**src/rtl/load_store_unit.sv**
```systemverilog
// Memory-access stage: aligns stores onto byte lanes, extracts/extends loads,
// and runs a valid/ready request + response handshake, stalling upstream until done.
module load_store_unit #(
  parameter int DATA_WIDTH = 32,
  parameter int ADDR_WIDTH = 32
) (
  input  logic                  clk,
  input  logic                  rst_n,
  input  logic                  MemRead,
  input  logic                  MemWrite,
  input  logic [2:0]            SizeCtrl,
  input  logic [ADDR_WIDTH-1:0] ALUResult,
  input  logic [DATA_WIDTH-1:0] WriteData,
  output logic [DATA_WIDTH-1:0] ReadData,
  output logic                  Stall,
  output logic                  MisalignErr,
  output logic                  mem_req_valid,
  input  logic                  mem_req_ready,
  output logic                  mem_we,
  output logic [ADDR_WIDTH-1:0] mem_addr,
  output logic [3:0]            mem_wstrb,
  output logic [DATA_WIDTH-1:0] mem_wdata,
  input  logic                  mem_rsp_valid,
  input  logic [DATA_WIDTH-1:0] mem_rdata
);
  typedef enum logic [1:0] {IDLE, REQ, WAIT, DONE} state_t;

  state_t          r_state;
  logic [1:0]      r_off;
  logic            r_byte, r_half, r_uns;
  logic            w_access, w_store, w_byte, w_half, w_misalign;
  logic [3:0]      w_wstrb;
  logic [DATA_WIDTH-1:0] w_wdata, w_shift, w_ext;

  assign w_access = MemRead | MemWrite;
  assign w_store  = MemWrite;
  // Undefined size codes fall through to word.
  assign w_byte   = (SizeCtrl == 3'b000) || (SizeCtrl == 3'b100);
  assign w_half   = (SizeCtrl == 3'b001) || (SizeCtrl == 3'b101);
  assign w_misalign = w_half ? ALUResult[0] :
                      w_byte ? 1'b0 : (ALUResult[1:0] != 2'b00);

  always_comb begin
    w_wstrb = 4'b1111;
    w_wdata = WriteData;
    if (w_byte) begin
      w_wstrb = 4'b0001 << ALUResult[1:0];
      w_wdata = DATA_WIDTH'({4{WriteData[7:0]}});
    end else if (w_half) begin
      w_wstrb = ALUResult[1] ? 4'b1100 : 4'b0011;
      w_wdata = DATA_WIDTH'({2{WriteData[15:0]}});
    end
  end

  assign w_shift = mem_rdata >> {r_off, 3'b000};

  always_comb begin
    w_ext = w_shift;
    if (r_byte)
      w_ext = {{(DATA_WIDTH-8){~r_uns & w_shift[7]}}, w_shift[7:0]};
    else if (r_half)
      w_ext = {{(DATA_WIDTH-16){~r_uns & w_shift[15]}}, w_shift[15:0]};
  end

  assign Stall = ((r_state == IDLE) && w_access && !w_misalign) ||
                 (r_state == REQ) || (r_state == WAIT);

  always_ff @(posedge clk or negedge rst_n) begin
    if (!rst_n) begin
      r_state       <= IDLE;
      ReadData      <= '0;
      MisalignErr   <= 1'b0;
      mem_req_valid <= 1'b0;
      mem_we        <= 1'b0;
      mem_addr      <= '0;
      mem_wstrb     <= 4'b0000;
      mem_wdata     <= '0;
      r_off         <= 2'b00;
      r_byte        <= 1'b0;
      r_half        <= 1'b0;
      r_uns         <= 1'b0;
    end else begin
      MisalignErr <= 1'b0;
      case (r_state)
        IDLE: begin
          if (w_access && w_misalign) begin
            MisalignErr <= 1'b1;
          end else if (w_access) begin
            r_state       <= REQ;
            mem_req_valid <= 1'b1;
            mem_we        <= w_store;
            mem_addr      <= {ALUResult[ADDR_WIDTH-1:2], 2'b00};
            mem_wstrb     <= w_store ? w_wstrb : 4'b0000;
            mem_wdata     <= w_store ? w_wdata : '0;
            r_off         <= ALUResult[1:0];
            r_byte        <= w_byte;
            r_half        <= w_half;
            r_uns         <= SizeCtrl[2];
          end
        end
        REQ: begin
          if (mem_req_ready) begin
            mem_req_valid <= 1'b0;
            r_state       <= mem_we ? DONE : WAIT;
          end
        end
        WAIT: begin
          if (mem_rsp_valid) begin
            ReadData <= w_ext;
            r_state  <= DONE;
          end
        end
        default: r_state <= IDLE;
      endcase
    end
  end
endmodule

```
**config.mk**
```make
export PLATFORM = sky130hd
export DESIGN_NAME = load_store_unit
export DESIGN_NICKNAME = d
export VERILOG_FILES = /design/src/rtl/load_store_unit.sv
export SDC_FILE = /design/constraint.sdc
export NUM_CORES = 1
export LEC_CHECK = 0
export CAP_MARGIN = 20
export CORE_MARGIN = 8
export CORE_UTILIZATION = 44
export DETAILED_ROUTE_END_ITERATION = 7
export GPL_TIMING_DRIVEN = 0
export PLACE_DENSITY = 0.78
export SLEW_MARGIN = 10
export SYNTH_ARGS = -nofsm -noshare
export SYNTH_HDL_FRONTEND = slang
export SYNTH_SLANG_ARGS = --single-unit
```
**constraint.sdc**
```tcl
create_clock -name clk -period 2.2 [get_ports clk]
set_clock_uncertainty 0.15 [all_clocks]
set_input_delay 0.33 -clock clk [delete_from_list [all_inputs] [get_ports clk]]
set_output_delay 0.33 -clock clk [all_outputs]
set_load 0.005 [all_outputs]
```
======== Word level (Yosys, flattened, before mapping) ========
Index checks and enable logic that the tools add are counted.
operators by class
  equal/unequal tests ..................... 9
  shift-type cells ........................ 2
  mux-type cells .......................... 23
  bitwise gates (word level) .............. 5
  reduce and logical (&&, ||, !) cells .... 16
operator list
  kind                 count
  $mux 32              5
  $shr 32x5->32        1
  $mux 4               4
  $mux 1               8
  $mux 2               4
  $ne 2x2->1 const B   4
  $reduce_and 4->1     2
  $eq 3x3->1 const B   2
  $pmux 2 s3           1
  $logic_or 1x1->1     4
  $reduce_bool 2->1    2
  $shl 1x2->4 const A  1
  $eq 3x1->1 const B   1
  $logic_and 1x1->1    3
  $logic_not 3->1      1
  $reduce_and 3->1     1
  $and 1x1->1          2
  $eq 2x1->1 const B   1
  $eq 2x2->1 const B   1
  $logic_not 2->1      1
  $not 1->1            2
  $pmux 1 s2           1
  $reduce_and 2->1     1
  $logic_not 1->1      1
  $or 1x1->1           1
word-level totals
  register bits ........................... 108
  bits of input ports ..................... 105
  output and inout port bits .............. 104
  logic and storage cells ................. 67

======== Depth between registers and ports, before layout ========
  word-level depth ........................ 8
  mapped depth ............................ 8
  depth with buffers taken out ............ 6

======== Worst setup path after synthesis ========
Ideal clock, no wire load.
  path type ............................... reg2out
  start point ............................. reg r_state[0]
  end point ............................... out Stall
  data arrival time ....................... 1457 ps
  required time ........................... 1720 ps
  slack ................................... 263 ps
  stages on the path, launching flop included .. 7
  cell sequence ........................... dfrtp_1 > inv_1 > ha_1 > o21ai_1 > and3b_1 > clkbuf_1 > or3_1
between the ends
  longest elaborated chain between the ends .. 5
  elaborated cells between the ends (all ways) .. 7
  those cells by class .................... eq/ne (2); reduce/logical (5)
RTL lines
  element                         RTL line  source
  from (decl)                     28        state_t r_state;
  from (signal assigned)          104       r_state <= mem_we ? DONE : WAIT;
  $logic_not 2->1                 65        assign Stall = ((r_state == IDLE) && w_access && !w_misalign) ||
  $logic_and 1x1->1 (2 in a row)  65
  $logic_or 1x1->1                65
  $logic_or 1x1->1 *              66        (r_state == REQ) || (r_state == WAIT);
  to (decl)                       15        output logic Stall,
Every way passes the cells marked *; elsewhere a longest branch is shown, timed or not.

======== Final worst setup path ========
  start point ............................. reg r_state[1]
  end point ............................... out Stall
The elaborated chain is that of the path after synthesis.

==> impl_metrics.env <==
export IMPL_synthArstFlopShare_pct=100
export IMPL_cts_tree="done"
export IMPL_met3_usage_pct=11.3
export IMPL_power_density_nw_per_um2=1250
export IMPL_clk_root_buffer_cell="clkbuf_16"
export IMPL_syn_inst=574
export IMPL_hold_path_class="primary input to flip-flop"
export IMPL_grt_util_met1_pct=25.9
export IMPL_crit_required_ns=1.72
export IMPL_io_buffers=205
export IMPL_cp_slowest_stage_delay_ns=0.37
export IMPL_period_share_pct=97.5
export IMPL_vias=5152
export IMPL_rrSetupSlack_ns=0.16
export IMPL_io_pins=209
export IMPL_drive_gt1_share_pct=9.09
export IMPL_worst_ep_arrival_time_ns=1.67
export IMPL_ys_types=41
export IMPL_drtPass1Iterations=5
export IMPL_placed_area_um2=7590
export IMPL_timing_fmax_mhz=466
export IMPL_place_hpwl_um=13900
export IMPL_startpoint_type="flip-flop"
export IMPL_drtIter0Drc=481
export IMPL_r2r_start="r_state[1]$_DFFE_PN0P_"
export IMPL_finalNetCount=907
export IMPL_fillerInstances=967
export IMPL_p_clk_share_pct=16.1
export IMPL_ys_dominant_reg_cell="dfrtp_1"
export IMPL_power_frac_comb_pct=49.8
export IMPL_crit_type="flip-flop to output port"
export IMPL_syn_cell_area_um2=5320
export IMPL_status="completed"
export IMPL_vias_per_cell=5.42
export IMPL_crit_start="r_state[1]$_DFFE_PN0P_"
export IMPL_synth_edf_count=0
export IMPL_seqPwrFrac_pct=34.1
export IMPL_syn_avg_cell_area_um2=9.27
export IMPL_dp_cells=928
export IMPL_slew_headroom_pct=51.5
export IMPL_path_cells="inv_2 > ha_4 > o21ai_2 > and3b_2 > or3_1 > buf_2"
export IMPL_setup_viol=0
export IMPL_min_from="SizeCtrl[0]"
export IMPL_ant_nets=0
export IMPL_drv_slew=0
export IMPL_rsz0062_at_grt="true"
export IMPL_yosysWarnings=0
export IMPL_diodes=0
export IMPL_grt_max_degree=86
export IMPL_ys_ff_latch=108
export IMPL_p_int_mw=6.38
export IMPL_final_hold_violation_count=0
export IMPL_hold_path_endpoint="MisalignErr$_DFF_PN0_"
export IMPL_end_kind="output port"
export IMPL_globalplace_congestion=0.953
export IMPL_reg2regPathDepth=7
export IMPL_yosysSeqAreaShare_pct=50.8
export IMPL_leakagePower_nw=3.53
export IMPL_peakVddDrop_mv=0.633
export IMPL_drt_wirelength_per_cell_um=18.9
export IMPL_antenna_found_initial=0
export IMPL_rows=40
export IMPL_grt_pass1_wl_um=29000
export IMPL_worst_path_stages=6
export IMPL_drt_wl_total_um=18000
export IMPL_die_w_um=126
export IMPL_clk_latency_ns=0.34
export IMPL_clock_sinks=108
export IMPL_post_route_util_pct=66.7
export IMPL_tightest_slew_ns=0.728
export IMPL_hold_path_depth=3
export IMPL_swShare_pct=35.8
export IMPL_area_growth_pct=49.2
export IMPL_cts_buffers=9
export IMPL_crit_path_max_fanout=2
export IMPL_htreeDepth=3
export IMPL_switchingPower_mw=3.56
export IMPL_die_area_um2=15900
export IMPL_initial_core_util_pct=44.7
export IMPL_path_buf_inv=2
export IMPL_grt_use_met2_pct=37.3
export IMPL_core_area_um2=11900
export IMPL_grt_use_total_pct=22.8
export IMPL_design_area_um2=7940
export IMPL_drc=0
export IMPL_clk_path_buf_depth=2
export IMPL_critPathTopFamily="simple AND/OR/NAND/NOR gates"
export IMPL_cap_violations=0
export IMPL_grt_overflow=0
export IMPL_grt_pass1_vias=5532
export IMPL_fin_cells=950
export IMPL_fin_crit_ns=2.15
export IMPL_cpMaxStageDelayCell="dfrtp_1"
export IMPL_clk_pin_slew_ns=0.07
export IMPL_die_h_um=126
export IMPL_r2r_end="ReadData[23]$_DFFE_PN0P_"
export IMPL_top_usage_layer="met2"
-- sequential cells by signal, summed over array words and instances (netlist names), 2 cells and up --
name       cells
ReadData      32
mem_addr      30
mem_wdata     32
mem_wstrb      4
r_off          2
r_state        2
-- cells by family after synthesis --
logic type      share of synthesized area [%]
mux                                      9.87
flops                                    50.8
fa+ha+maj                               0.940
simple gates                             17.2
compound gates                           16.8
other cells                            0.0705
buf+inv                                  4.40
-- stage by stage --
step | setup TNS (ns) | hold slack [ns] | power, mW | worst slack [ns]
floorplan | 0 | -0.116 | 5.60 | 0.263
global placement | -378.46 | 0.307 | 8.11 | -3.39
detailed placement | -14.03 | 0.0559 | 8.29 | -0.640
CTS | 0 | 0.212 | 9.98 | 0.0277
global route | -0.0103 | 0.244 | 10.6 | -0.0103
finish | 0 | 0.232 | 9.94 | 0.0546
-- timing repair --
action,in CTS,in global routing
setup buffers,4,2
hold buffers,1,0
resized for setup,12,3
endpoints found under the hold margin,23,0
pin swaps,0,1
setup endpoints to repair,1,5
gates cloned,0,0
-- power groups by stage --
stage	Combinational [mW]	Sequential [mW]	Clock (mW)
global route	5.40	3.50	1.71
global placement	4.73	3.38	0
CTS	4.96	3.39	1.63
floorplan	2.20	3.40	0
finish	4.95	3.39	1.60
detailed placement	4.87	3.42	0
-- cell usage after synthesis, types with 2 or more instances --
cell       instances  area share, %
a21oi_1           26            2.4
a2bb2oi_1          8            1.3
buf_1              3           0.21
buf_2             12            1.1
buf_4              2           0.28
buf_6              2           0.42
clkbuf_1          25            1.8
dfrtp_1          108             51
ha_1               4           0.94
inv_1              6           0.42
mux2_2            10            2.1
mux2i_1           39            7.3
nand2_1          172             12
nand2b_1           2           0.24
nand3_1            8           0.75
nor2_1            36            2.5
nor2b_1            2           0.24
o21ai_0           44            4.1
o21ai_1            4           0.38
o22a_1             8            1.3
o31ai_1           24            3.4
o31ai_2           10            2.4
-- worst reg2reg max path, stage by stage (launching register included) --
cell      delay (ns)
dfrtp_1         0.37
buf_4           0.13
ha_1            0.21
and2_1          0.14
clkbuf_1        0.20
clkbuf_1        0.42
nor2_1          0.11
o31ai_2         0.23
-- cells in the final DEF (no fill, tap or decap), types with 2 or more instances in the layout --
| cell type | instances |
|---|---|
| mux2_2 | 10 |
| o21ai_2 | 2 |
| o21ai_1 | 2 |
| clkbuf_16 | 9 |
| clkbuf_1 | 26 |
| nor2b_1 | 2 |
| buf_4 | 8 |
| buf_6 | 3 |
| nand2_1 | 172 |
| clkinvlp_4 | 2 |
| o22a_1 | 8 |
| inv_1 | 4 |
| o21ai_0 | 44 |
| dfrtp_1 | 108 |
| mux2i_1 | 39 |
| clkbuf_2 | 2 |
| dlygate4sd2_1 | 2 |
| inv_2 | 2 |
| o31ai_1 | 24 |
| a2bb2oi_1 | 8 |
| nand2b_1 | 2 |
| buf_2 | 13 |
| clkdlybuf4s50_1 | 201 |
| o31ai_2 | 10 |
| conb_1 | 2 |
| nand3_1 | 8 |
| buf_1 | 3 |
| nor2_1 | 36 |
| ha_1 | 3 |
| a21oi_1 | 26 |
-- routing by layer --
metal | vias up | share of wire [%]
li1 | 2388 | -
met1 | 2481 | 39
met2 | 261 | 47
met3 | 22 | 12
met4 | 0 | 1.5
met5 | - | 0
-- layout make-up --
cell class,instances,area [µm²],share of cell area (%)
well taps,147,184,2.32
plain buffers,44,205,2.58
repair buffers,213,2130,26.8
multi-input cells,415,2410,30.4
inverters,7,26.3,0.331
clock buffers,12,236,2.98
clock inverters,4,50.0,0.630
flip-flops and latches,108,2700,34.0
-- how the worst max path moves through the flow --
stage | to
final | Stall
after floorplan | Stall
after global routing | Stall
after CTS | Stall
after detailed placement | Stall
after global placement | mem_addr[16]$_DFFE_PN0P_
(Power assumes the default switching activity.)
